**src/rtl/ft_pkg.sv**
```systemverilog
// Shared definitions for the fault-tolerance safe-memory path.
//   ft_rl_state_e   : recovery-loader FSM states
//   FT_WORD_BYTES   : bytes per safe-memory word
//   ft_slot_offset  : byte offset of word slot idx (PC slot is idx = NUM_REGS)
package ft_pkg;

  typedef enum logic [1:0] {
    IDLE = 2'd0,
    REQ  = 2'd1,
    WAIT = 2'd2,
    DONE = 2'd3
  } ft_rl_state_e;

  localparam int unsigned FT_WORD_BYTES = 4;

  // PC slot offset for the default 32-entry register file.
  localparam logic [31:0] FT_DEFAULT_PC_OFFSET = 32'(32 * FT_WORD_BYTES);

  function automatic logic [31:0] ft_slot_offset(input int unsigned idx);
    return 32'(idx * FT_WORD_BYTES);
  endfunction

endpackage

```
**src/rtl/ft_recovery_loader_if.sv**
```systemverilog
// Safe-memory data bus between the recovery loader (master) and the
// safe memory (slave). One word per transaction, one outstanding request.
//   req_o/gnt_i      : request / grant handshake
//   addr_o           : byte address, stable while req_o && !gnt_i
//   we_o/be_o        : write enable / byte enables
//   rvalid_i/rdata_i : read response
//   err_i            : response error, qualified by rvalid_i
interface ft_recovery_loader_if;

  logic        req_o;
  logic        gnt_i;
  logic [31:0] addr_o;
  logic        we_o;
  logic [3:0]  be_o;
  logic        rvalid_i;
  logic [31:0] rdata_i;
  logic        err_i;

  modport master (
    output req_o, addr_o, we_o, be_o,
    input  gnt_i, rvalid_i, rdata_i, err_i
  );

  modport slave (
    input  req_o, addr_o, we_o, be_o,
    output gnt_i, rvalid_i, rdata_i, err_i
  );

endinterface

```
**src/rtl/ft_recovery_loader.sv**
```systemverilog
// Recovery loader: on start, reads register entries 1..NUM_REGS-1 and then
// the PC back from safe memory and replays them into the register-file write
// port and the PC-restore port. Error responses are retried up to MAX_RETRY
// times per word; a word that still fails is skipped and error_o is set.
// Ports:
//   clk_i, rst_ni        : clock, asynchronous active-low reset
//   start_i              : recovery request, sampled in IDLE only
//   mem                  : safe-memory bus (master side)
//   rf_we_o/addr/data    : register-file write port
//   pc_o, pc_valid_o     : restored PC and its update pulse
//   busy_o, done_o       : activity level and completion pulse
//   error_o              : sticky retry-exhaustion flag
module ft_recovery_loader
  import ft_pkg::*;
#(
  parameter int unsigned ADDR_WIDTH = 5,
  parameter int unsigned DATA_WIDTH = 32,
  parameter int unsigned NUM_REGS   = 32,
  parameter logic [31:0] BASE_ADDR  = 32'h0000_0000,
  parameter int unsigned MAX_RETRY  = 2
) (
  input  logic                        clk_i,
  input  logic                        rst_ni,
  input  logic                        start_i,
  ft_recovery_loader_if.master        mem,
  output logic                        rf_we_o,
  output logic [ADDR_WIDTH-1:0]       rf_addr_o,
  output logic [DATA_WIDTH-1:0]       rf_data_o,
  output logic [DATA_WIDTH-1:0]       pc_o,
  output logic                        pc_valid_o,
  output logic                        busy_o,
  output logic                        done_o,
  output logic                        error_o
);

  localparam int unsigned CNT_W = $clog2(NUM_REGS + 1);
  localparam int unsigned RTY_W = $clog2(MAX_RETRY + 2);
  localparam logic [CNT_W-1:0] PC_IDX  = CNT_W'(NUM_REGS);
  localparam logic [RTY_W-1:0] RTY_MAX = RTY_W'(MAX_RETRY);

  ft_rl_state_e     state_q, state_d;
  logic [CNT_W-1:0] word_q, word_d;
  logic [RTY_W-1:0] retry_q, retry_d;
  logic             error_q, error_d;

  logic last_word;
  logic rsp_good;

  // The word counter walks 1..NUM_REGS; the final index is the PC slot.
  assign last_word = (word_q == PC_IDX);
  assign rsp_good  = (state_q == WAIT) && mem.rvalid_i && !mem.err_i;

  // ---- state / counter registers
  always_ff @(posedge clk_i or negedge rst_ni) begin
    if (!rst_ni) begin
      state_q <= IDLE;
      word_q  <= '0;
      retry_q <= '0;
      error_q <= 1'b0;
    end else begin
      state_q <= state_d;
      word_q  <= word_d;
      retry_q <= retry_d;
      error_q <= error_d;
    end
  end

  // ---- next-state logic
  always_comb begin
    state_d = state_q;
    word_d  = word_q;
    retry_d = retry_q;
    error_d = error_q;
    unique case (state_q)
      IDLE: begin
        if (start_i) begin
          state_d = REQ;
          word_d  = CNT_W'(1);
          retry_d = '0;
          error_d = 1'b0;
        end
      end
      REQ: begin
        if (mem.gnt_i) state_d = WAIT;
      end
      WAIT: begin
        if (mem.rvalid_i) begin
          if (mem.err_i && (retry_q != RTY_MAX)) begin
            // Re-issue the same address; word_q is unchanged.
            retry_d = retry_q + RTY_W'(1);
            state_d = REQ;
          end else begin
            // Good data, or retries exhausted: either way move past this word.
            if (mem.err_i) error_d = 1'b1;
            retry_d = '0;
            if (last_word) begin
              state_d = DONE;
            end else begin
              word_d  = word_q + CNT_W'(1);
              state_d = REQ;
            end
          end
        end
      end
      DONE: state_d = IDLE;
      default: state_d = IDLE;
    endcase
  end

  // ---- state-decoded outputs
  always_comb begin
    mem.req_o  = 1'b0;
    mem.addr_o = '0;
    busy_o     = 1'b1;
    done_o     = 1'b0;
    unique case (state_q)
      IDLE: busy_o = 1'b0;
      REQ: begin
        mem.req_o  = 1'b1;
        mem.addr_o = BASE_ADDR + ft_slot_offset(32'(word_q));
      end
      WAIT: ;
      DONE: done_o = 1'b1;
      default: busy_o = 1'b0;
    endcase
  end

  assign mem.we_o = 1'b0;
  assign mem.be_o = 4'hF;
  assign error_o  = error_q;

  // ---- response capture: one cycle after a good response
  always_ff @(posedge clk_i or negedge rst_ni) begin
    if (!rst_ni) begin
      rf_we_o    <= 1'b0;
      rf_addr_o  <= '0;
      rf_data_o  <= '0;
      pc_o       <= '0;
      pc_valid_o <= 1'b0;
    end else begin
      rf_we_o    <= 1'b0;
      pc_valid_o <= 1'b0;
      if (rsp_good) begin
        if (last_word) begin
          pc_o       <= DATA_WIDTH'(mem.rdata_i);
          pc_valid_o <= 1'b1;
        end else begin
          rf_we_o   <= 1'b1;
          rf_addr_o <= ADDR_WIDTH'(word_q);
          rf_data_o <= DATA_WIDTH'(mem.rdata_i);
        end
      end
    end
  end

endmodule

```
**src/flat_wrapper.sv**
```systemverilog
// flat-port wrapper written by rule: the top's interface ports become plain ports
module ft_recovery_loader_flat import ft_pkg::*;
#(
  parameter int unsigned ADDR_WIDTH = 5,
  parameter int unsigned DATA_WIDTH = 32,
  parameter int unsigned NUM_REGS   = 32,
  parameter logic [31:0] BASE_ADDR  = 32'h0000_0000,
  parameter int unsigned MAX_RETRY  = 2
)
  (clk_i, rst_ni, start_i, rf_we_o, rf_addr_o, rf_data_o, pc_o, pc_valid_o, busy_o, done_o, error_o, mem_req_o, mem_addr_o, mem_we_o, mem_be_o, mem_gnt_i, mem_rvalid_i, mem_rdata_i, mem_err_i);
  ft_recovery_loader_if mem_i ();
  input  logic clk_i;
  input  logic rst_ni;
  input  logic start_i;
  output logic rf_we_o;
  output logic [ADDR_WIDTH-1:0] rf_addr_o;
  output logic [DATA_WIDTH-1:0] rf_data_o;
  output logic [DATA_WIDTH-1:0] pc_o;
  output logic pc_valid_o;
  output logic busy_o;
  output logic done_o;
  output logic error_o;
  output wire logic [$bits(mem_i.req_o)-1:0] mem_req_o;
  output wire logic [$bits(mem_i.addr_o)-1:0] mem_addr_o;
  output wire logic [$bits(mem_i.we_o)-1:0] mem_we_o;
  output wire logic [$bits(mem_i.be_o)-1:0] mem_be_o;
  input wire logic [$bits(mem_i.gnt_i)-1:0] mem_gnt_i;
  input wire logic [$bits(mem_i.rvalid_i)-1:0] mem_rvalid_i;
  input wire logic [$bits(mem_i.rdata_i)-1:0] mem_rdata_i;
  input wire logic [$bits(mem_i.err_i)-1:0] mem_err_i;
  assign mem_req_o = mem_i.req_o;
  assign mem_addr_o = mem_i.addr_o;
  assign mem_we_o = mem_i.we_o;
  assign mem_be_o = mem_i.be_o;
  assign mem_i.gnt_i = mem_gnt_i;
  assign mem_i.rvalid_i = mem_rvalid_i;
  assign mem_i.rdata_i = mem_rdata_i;
  assign mem_i.err_i = mem_err_i;
  ft_recovery_loader #(.ADDR_WIDTH(ADDR_WIDTH), .DATA_WIDTH(DATA_WIDTH), .NUM_REGS(NUM_REGS), .BASE_ADDR(BASE_ADDR), .MAX_RETRY(MAX_RETRY)) u_core (.clk_i(clk_i), .rst_ni(rst_ni), .start_i(start_i), .mem(mem_i), .rf_we_o(rf_we_o), .rf_addr_o(rf_addr_o), .rf_data_o(rf_data_o), .pc_o(pc_o), .pc_valid_o(pc_valid_o), .busy_o(busy_o), .done_o(done_o), .error_o(error_o));
endmodule
```
**config.mk**
```make
export PLATFORM = sky130hd
export DESIGN_NAME = ft_recovery_loader_flat
export DESIGN_NICKNAME = d
export VERILOG_FILES = /design/src/rtl/ft_pkg.sv /design/src/rtl/ft_recovery_loader_if.sv /design/src/rtl/ft_recovery_loader.sv /design/src/flat_wrapper.sv
export SDC_FILE = /design/constraint.sdc
export NUM_CORES = 1
export LEC_CHECK = 0
export ABC_AREA = 1
export ABC_CLOCK_PERIOD_IN_PS = 2500
export BUFFER_PORTS_ARGS = -buffer_cell sky130_fd_sc_hd__buf_4
export CAP_MARGIN = 5
export CORE_AREA = 2 2 101 103
export CTS_CLUSTER_SIZE = 24
export DETAILED_ROUTE_END_ITERATION = 8
export DIE_AREA = 0 0 103 105
export PLACE_DENSITY = 0.72
export REMOVE_ABC_BUFFERS = 1
export SLEW_MARGIN = 20
export SYNTH_ARGS = -nofsm -noshare
export SYNTH_HDL_FRONTEND = slang
export SYNTH_SLANG_ARGS = --single-unit
```
**constraint.sdc**
```tcl
create_clock -name clk_i -period 2.5 [get_ports clk_i]
set_input_delay 0.5 -clock clk_i [delete_from_list [all_inputs] [get_ports clk_i]]
set_output_delay 0.5 -clock clk_i [all_outputs]
set_load 0.005 [all_outputs]
```
# Yosys cells after proc, flatten, opt, wreduce, memory -nomap -nowiden
# Cells that the tools add are included.
# op_classes
bitwise_logic	1
muxes	28
add_sub_neg	2
eq_ne	11
reduce_logical	12
# op_table
op	count
two-way mux 6 bit	4
two-way mux 2 bit	8
inequality test 2 bit, second input constant	7
case mux 6 bit (2 select lines)	1
two-way mux 1 bit	11
AND reduction 5 bit	2
two-way mux 8 bit	1
case mux 2 bit (4 select lines)	1
adder 6 x 1 -> 6 bit, second input constant	1
equality test 6 bit, second input constant	1
AND reduction 3 bit	2
equality test 2 bit, second input constant	2
case mux 2 bit (2 select lines)	1
AND reduction 2 bit	2
logical AND 1 bit	3
adder 2 x 1 -> 2 bit, second input constant	1
equality test 2 x 1 -> 1 bit, second input constant	1
logical NOT 2 bit	1
case mux 1 bit (2 select lines)	1
nonzero test 2 bit	1
logical NOT 1 bit	1
NOT 1 bit	1
# totals
output_inout_bits	112
in_bits	38
register_bits	82
elab_cells	63

# Longest topological paths before layout
# Gate-level depths: netlist (run 1).
# logic_depth
word_depth	5
depth_mapped	10
mapped_depth_nobuf	9

# Least setup slack after synthesis (run 1)
# OpenSTA, ideal clock, no wires.
# synth_timing
path_type	register to register
startpoint	register u_core.word_q[0]
endpoint	register u_core.pc_o[24]
required_ns	2.370
path_stages_with_launch	10
t_arrival_ns	1.330
n_path_buf	2
setup_ns	0.130
path_slack_ns	1.040
cell_sequence	dfrtp_1 -> inv_1 -> ha_1 -> nand3_1 -> nor2_1 -> nand2_1 -> buf_6 -> buf_6 -> nand2_1 -> o21ai_0
# synth_between
elab_chain_len	2
# synth_lines
item	line_no	rtl
from (decl)	ft_recovery_loader.sv:42	logic [CNT_W-1:0] word_q, word_d;
from (signal assigned)	ft_recovery_loader.sv:62	word_q <= word_d;
equality test 6 bit	ft_recovery_loader.sv:50	assign last_word = (word_q == PC_IDX);
AND reduction 2 bit (no line)	-	
to (signal assigned)	ft_recovery_loader.sv:145	pc_o <= DATA_WIDTH'(mem.rdata_i);
to (decl)	ft_recovery_loader.sv:29	output logic [DATA_WIDTH-1:0] pc_o,
# Every way passes these cells.
# A chain may end at the register's enable or synchronous reset.

# Worst setup path in the final report (run 1)
# layout_timing
startpoint	register u_core.state_q[1]
endpoint	output port mem_addr_o[2]
# layout_between
elab_chain_len	2
# layout_lines
item	line_no	rtl
from (decl)	ft_recovery_loader.sv:41	ft_rl_state_e state_q, state_d;
from (signal assigned)	ft_recovery_loader.sv:61	state_q <= state_d;
equality test 2 x 1 -> 1 bit	ft_recovery_loader.sv:116	unique case (state_q)
two-way mux 8 bit	ft_recovery_loader.sv:116	
to (decl)	flat_wrapper.sv:24	output wire logic [$bits(mem_i.addr_o)-1:0] mem_addr_o;
# Every way passes these cells.

==> key figures, run 1 <==
Routing
  – Routed Wire Length: 7980 µm
  – Final routed wire length divided by cell count: 12.3 µm
  – Post-detailed-route DRC marker count: 0
  – Avg Vias per Cell: between 4 and 5
  – Total iterations of the first detailed-routing run: 4
  – Number of nets still failing antenna checks after routing: 0
  – Initial drt markers: 98
  – Routed via count: 2831

CTS
  – Hold buffer count at CTS: 0
  – Number of sinks driven by the clock tree: a little over 80
  – Clock tree from TritonCTS: built
  – Number of gates given a new drive strength after cts: 0
  – Max H-tree Level: 3
  – Clock latency on the worst-skew pair: 350 ps
  – Clock slew at reported path FFs: 90 ps
  – Clock root buffer: clkbuf_8
  – Post-CTS setup buffers: 0
  – Clock buffers created by TritonCTS: 9
  – Maximum clock insertion buffer count: 2

Final layout
  – Fraction of final layout cells sized beyond drive strength 1: 37.1%
  – Top library cells by usage in the layout, fill and taps aside: 122 x buf_4, 94 x nand2_1, 82 x dfrtp_1
  – Filler cells: 941
  – Area grow syn2layout: 28.1%
  – Most common cell after layout, fill and taps aside: buf_4
  – Fin util: 50.7%
  – Fin nets: 554
  – Multi-input gate area in the final layout: 1280 µm²
  – Area taken by flip-flops and latches: around 2100 µm²
  – Antenna Cells: 0

Global route
  – Largest net degree at the start of global routing: 62
  – Total track usage: between 10% and 20%
  – Initial antenna violation count: 0
  – Total congestion overflow: 0
  – Wire length of the first global-routing pass: 12900 µm
  – Vias in the first global route: approximately 2700

Synth
  – Flop and latch count out of synthesis: 82
  – Portion of the post-synthesis area used by sequential elements: 53.8%
  – Cell count after synthesis: slightly below 400
  – Count of yosys warnings during synthesis: 0
  – Count of flip-flops with a built-in enable after synthesis: 0
  – Number of different library cells in the post-synthesis netlist: 27
  – Leading register cell type out of synthesis: dfrtp_1
  – Avg Cell Area, Syn: 9.58 µm²
  – Post-synth ARST share: 100%
  – Netlist area before placement: ~3800 µm²

Power and ir drop
  – Sequential Power Share: 42.7%
  – Total leakage power: 0.00265 µW
  – Post-route total power: 4410 µW
  – IR Drop Worst-Case VDD: about 0.42 mV
  – Switching power of the nets: 1400 µW
  – Internal power: ~3000 µW
  – Clock network fraction of total power: approximately 27%
  – Comb power frac: 30.0%
  – Power density of the placed cells: around 900 nW/µm²
  – Switching power share of the total: 31.7%

Timing
  – Final sum of negative setup slack: 0 ps
  – Relative slew slack: 53.4%
  – Transition time of the tightest slew-check pin: 699 ps
  – Count of final setup violators: 0
  – Final period demand of the worst path: 1940 ps
  – Highest clock rate: 515 MHz
  – Worst clock skew on the final layout: 12.3 ps
  – Final count of hold timing violations: 0
  – Share of the clock period used by the worst path: around 80%
  – Setup repair after global routing missed its margin: false
  – Slew Limit Fails: 0

Outcome
  – Outcome: finished clean

Placed design
  – Number of port buffers: ~120
  – HPWL reported at the end of detailed placement: 5800 µm
  – Routability cong.: 0.773

Floorplanning
  – Die ar.: 10800 µm²
  – Number of placement rows: 36
  – I/O pin count: 150
  – Horizontal die dimension: 103 µm
  – Core Footprint: 9640 µm²
  – Chip height: 105 µm
  – Initial Utilization: between 30% and 40%

Setup path
  – Crit path launch type: flip-flop
  – Worst Path Class, Setup: reg -> out
  – Maximum fanout count along the critical path: 9
  – Arrival time worst endpoint: 1440 ps
  – Critical Path Sink Type: output port
  – Required time of the worst setup path: 2000 ps

Job
  – Number of max-capacitance violations reported: 0

Hold path
  – Path type of the worst min-delay path: in -> async
## worst max-delay path, cell delays in order, from the launching register on
cell     delay [ps]
dfrtp_1         450
inv_1           120
nand2_1         210
nor2_1          180
buf_4           130
## routing by layer
| layer | global-route usage [%] | wire [µm] |
|---|---|---|
| met5 | 0 | 0 |
| met4 | 5.83 | 160 |
| met3 | 3.14 | 460 |
| met2 | 24.4 | 3850 |
| met1 | 19.0 | 3510 |
## state kept, by name, indices dropped and copies added, names as in the netlist
signal / count
u_core.retry_q: 2
u_core.pc_o: 32
u_core.rf_addr_o: 5
u_core.word_q: 6
u_core.state_q: 2
u_core.error_o: 1
u_core.rf_data_o: 32
u_core.rf_we_o: 1
u_core.pc_valid_o: 1
## synth_stat cells, types with 2 or more instances
library cell	number	area share [%]
buf_4	31	6.1
buf_6	13	3.8
clkbuf_1	3	0.30
conb_1	2	0.20
dfrtp_1	82	54
ha_1	3	0.98
inv_1	49	4.8
nand2_1	95	9.4
nand2_4	2	0.59
nand3_1	8	1.1
nand4_1	3	0.49
nor2_1	14	1.4
nor2_2	2	0.33
o21ai_0	32	4.2
o21ai_1	5	0.66
o21ai_2	43	9.9
## kinds of logic after synthesis
group | count (synthesis) | share of synthesized area (%)
AND/OR/NAND/NOR | 128 | 14.0
buffers and inverters | 99 | 15.5
AO/OA/AOI/OAI | 83 | 15.2
flip-flops | 82 | 53.8
adder cells (fa/ha/maj) | 3 | 0.985
other | 2 | 0.197
XOR/XNOR | 1 | 0.230
## final timing paths
kind | from | end | slack (ps) | cells after the start
hold / removal | rst_ni | u_core.rf_data_o[24] | 170 | 1
hold reg to reg | u_core.rf_data_o[24] | u_core.rf_data_o[24] | 490 | 2
setup reg to reg | u_core.word_q[0] | u_core.word_q[0] | 710 | 8
setup / recovery | u_core.state_q[1] | mem_addr_o[2] | 560 | 4
min in group clk_i | mem_gnt_i | u_core.state_q[0] | 360 | 2
max in group asynchronous | rst_ni | u_core.pc_valid_o | 1620 | 2
## power by group through the flow
stage | Combinational (µW) | Sequential [µW] | Clock [µW]
after floorplan | 611 | 1880 | 0
after global placement | 1300 | 1890 | 0
after detailed placement | 1340 | 1900 | 0
after CTS | 1350 | 1880 | 1250
after global routing | 1490 | 1920 | 1300
final | 1320 | 1880 | 1210
## through the flow
stage | worst slack, ps | instances | hold slack, ps | area [µm²]
final | 557 | 651 | 174 | 4880
after global routing | 463 | 651 | 226 | 4880
after CTS | 531 | 651 | 205 | 4880
after detailed placement | 726 | 635 | 470 | 4630
after global placement | 766 | 635 | 466 | 4630
after floorplan | 32.2 | 379 | 204 | 3530
## area by class of cell
cell class,instances,area share [%]
clock inverter,7,2.66
tap,133,3.41
timing repair buffer,123,19.2
multi-input combinational,246,26.2
inverter,51,4.02
clock buffer,9,2.54
sequential,82,42.0
Note: power is estimated with default switching activity, not from simulation.
==> run 2, diff against run 1 <==
--- a/config.mk
+++ b/config.mk
@@ -6,7 +6,7 @@
 export NUM_CORES = 1
 export LEC_CHECK = 0
 export ABC_AREA = 1
-export ABC_CLOCK_PERIOD_IN_PS = 2500
+export ABC_CLOCK_PERIOD_IN_PS = 2000
 export BUFFER_PORTS_ARGS = -buffer_cell sky130_fd_sc_hd__buf_4
 export CAP_MARGIN = 5
 export CORE_AREA = 2 2 101 103
==> constraint.sdc (replaced) <==
create_clock -name clk_i -period 2 [get_ports clk_i]
set_input_delay 0.4 -clock clk_i [delete_from_list [all_inputs] [get_ports clk_i]]
set_output_delay 0.4 -clock clk_i [all_outputs]
set_load 0.005 [all_outputs]
==> run 2 against run 1 <==
Net effect:
- total power grew 19%
- critical path depth is the same
- cell count grew 0.15%
- largest cell class unchanged
- largest power group unchanged
- critical path type unchanged
- critical endpoint is now mem_addr_o[3]
- worst hold slack gained 89 ps
==> key figures, run 2 (same netlist as run 1, synthesis figures left out) <==
Setup path
  – Capture instance of the worst register-to-register path: u_core.rf_data_o[10] (was u_core.word_q[0])
  – Logic depth of the worst register-to-register path: 7 (was 8)
  – Worst stage delay on the critical path: 440 ps (was 450 ps)
  – Dominant delay contributor by cell family on the critical path: flip-flops (unchanged)
  – Arrival time worst endpoint: 1420 ps (was 1440 ps)
  – Setup slack of the most critical reg-to-reg path: 400 ps (was 710 ps)
  – Worst Path Class, Setup: reg -> out (unchanged)
  – Crit path launch type: flip-flop (unchanged)
  – Instance count on the critical path: 4 (unchanged)
  – Worst setup path startpoint: u_core.state_q[1] (unchanged)
  – Worst R2R Start: u_core.word_q[0] (unchanged)
  – Maximum fanout count along the critical path: 9 (unchanged)
  – CP endpoint: mem_addr_o[3] (was mem_addr_o[2])
  – Cell with the biggest individual delay on the critical path: dfrtp_1 (unchanged)
  – Cell breakdown of the critical path: inv_1 > nand2_1 > nor2_1 > buf_4 (unchanged)
  – Critical Path Sink Type: output port (unchanged)
  – Worst path buffer plus inverter count: 2 (unchanged)
  – Required time of the worst setup path: 1600 ps (was 2000 ps)

Floorplanning
  – I/O pin count: 150 (unchanged)
  – Initial Utilization: 39.6% (unchanged)
  – Number of placement rows: 36 (unchanged)
  – Horizontal die dimension: 103 µm (unchanged)
  – Core Footprint: 9640 µm² (unchanged)
  – Die ar.: 10800 µm² (unchanged)
  – Chip height: 105 µm (unchanged)

Timing
  – Final count of hold timing violations: 0 (unchanged)
  – Share of the clock period used by the worst path: 91.2%
  – Slew Limit Fails: 0 (unchanged)
  – Final period demand of the worst path: 1820 ps
  – Worst clock skew on the final layout: 10.4 ps (was 12.3 ps)
  – Worst hold slack across all endpoints: 263 ps (was 174 ps)
  – Setup repair after global routing missed its margin: false (unchanged)
  – Count of final setup violators: 0 (unchanged)
  – Min setup slack post-route: 176 ps (was 557 ps)
  – Highest clock rate: 548 MHz

Placed design
  – Setup slack after placement: 231 ps (was 726 ps)
  – Number of port buffers: 118 (unchanged)
  – Routability cong.: 0.817 (was 0.773)
  – HPWL reported at the end of detailed placement: 5830 µm (was 5800 µm)

Final layout
  – Fin nets: 555 (was 554)
  – Fin util: 50.8% (was 50.7%)
  – Antenna Cells: 0 (unchanged)
  – Area grow syn2layout: 28.4% (was 28.1%)
  – Largest registers: u_core.pc_o (32), u_core.rf_data_o (32), u_core.word_q (6) (unchanged)
  – Filler cells: 923 (was 941)
  – Most common cell after layout, fill and taps aside: buf_4 (unchanged)
  – Fraction of final layout cells sized beyond drive strength 1: 37.2% (was 37.1%)
  – Top library cells by usage in the layout, fill and taps aside: 119 x buf_4, 94 x nand2_1, 82 x dfrtp_1 (was 122 x buf_4, 94 x nand2_1, 82 x dfrtp_1)

Global route
  – Total congestion overflow: 0 (unchanged)
  – Initial antenna violation count: 0 (unchanged)
  – Total track usage: 15.0% (was 14.9%)
  – Wire length of the first global-routing pass: 12900 µm (about the same)
  – Largest net degree at the start of global routing: 60 (was 62)
  – Vias in the first global route: 2786 (was 2726)

CTS
  – Number of sinks driven by the clock tree: 82 (unchanged)
  – Clock slew at reported path FFs: 80 ps (was 90 ps)
  – Clock root buffer: clkbuf_8 (unchanged)
  – Max H-tree Level: 3 (unchanged)
  – Clock latency on the worst-skew pair: 350 ps (about the same)
  – Post-CTS setup buffers: 0 (unchanged)
  – Maximum clock insertion buffer count: 2 (unchanged)
  – Clock tree from TritonCTS: built (unchanged)
  – Clock buffers created by TritonCTS: 9 (unchanged)

Power and ir drop
  – IR Drop Worst-Case VDD: 0.578 mV (was 0.421 mV)
  – Switching power of the nets: 1720 µW (was 1400 µW)
  – Switching power share of the total: 32.7% (was 31.7%)
  – Total leakage power: 0.00265 µW (about the same)
  – Comb power frac: 31.8% (was 30.0%)
  – Sequential Power Share: 44.4% (was 42.7%)
  – Post-route total power: 5260 µW (was 4410 µW)
  – Internal power: 3540 µW (was 3010 µW)
  – Clock network fraction of total power: 23.8% (was 27.4%)
  – Power density of the placed cells: 1070 nW/µm² (was 902 nW/µm²)

Routing
  – Routed Wire Length: 7990 µm (was 7980 µm)
  – Number of nets still failing antenna checks after routing: 0 (unchanged)
  – Total iterations of the first detailed-routing run: 4 (unchanged)
  – Initial drt markers: 114 (was 98)
  – Post-detailed-route DRC marker count: 0 (unchanged)
  – Avg Vias per Cell: 4.42 (was 4.35)
  – Routed via count: 2879 (was 2831)
  – Final routed wire length divided by cell count: 12.3 µm (about the same)

Outcome
  – Outcome: finished clean (unchanged)

Job
  – Number of max-capacitance violations reported: 0 (unchanged)

Hold path
  – Hold_sp: mem_gnt_i
  – Path type of the worst min-delay path: in -> reg (was in -> async)
==> run 2: changes by cell type in the layout (fill, tap and decap cells not counted), sizes merged <==
cell	previous run	this run
bufinv	3	1
inv	55	53
dlygate4sd3	0	1
clkbuf	9	10
clkinvlp	0	1
clkinv	0	2
==> run 2: how the worst min path moves through the flow <==
stage               slack (ps)  cells after the start                    to
CTS                        250                      2     u_core.state_q[0]
detailed placement         370                      1  u_core.rf_data_o[24]
floorplan                  100                      0        u_core.error_o
global route               250                      2     u_core.state_q[0]
finish                     260                      2     u_core.state_q[0]
global placement           370                      1  u_core.rf_data_o[24]
==> run 2: power by group through the flow <==
stage               sequential [µW]  combinational (µW)  clock, µW
finish                         2330                1670       1250
global placement               2350                1640          0
CTS                            2340                1700       1290
detailed placement             2370                1690          0
global route                   2390                1890       1360
floorplan                      2360                 764          0
==> run 2: metal layers <==
metal  track usage, %  wire length (µm)  up-vias
met5                0                 0        -
met4             3.38                53        0
met3             4.21               563        5
met2             25.8              4030      105
met1             18.6              3340     1355
li1                 -                 -     1414
==> run 2: timing repair <==
| action | 4_1_cts | 5_1_grt |
|---|---|---|
| hold endpoints to repair | 29 | 0 |
| hold buffers | 1 | 0 |
| resized for setup | 0 | 1 |
| setup endpoints to repair | 0 | 2 |
==> run 2: area by class of cell <==
| class | count | area [µm²] | area share [%] |
|---|---|---|---|
| Clock buffer | 10 | 138 | 2.81 |
| Clock inverter | 6 | 72.6 | 1.48 |
| Inverter | 51 | 196 | 4.01 |
| Multi-Input combinational cell | 246 | 1280 | 26.3 |
| Sequential cell | 82 | 2050 | 41.9 |
| Tap cell | 133 | 166 | 3.40 |
| Timing Repair Buffer | 124 | 983 | 20.1 |
==> run 2: stage by stage <==
stage / instance area [µm²] / TNS (ps) / instances
floorplan: 3530 / -15260 / 379
finish: 4890 / 0 / 652
CTS: 4890 / 0 / 652
global route: 4890 / 0 / 652
detailed placement: 4670 / 0 / 635
global placement: 4670 / 0 / 635
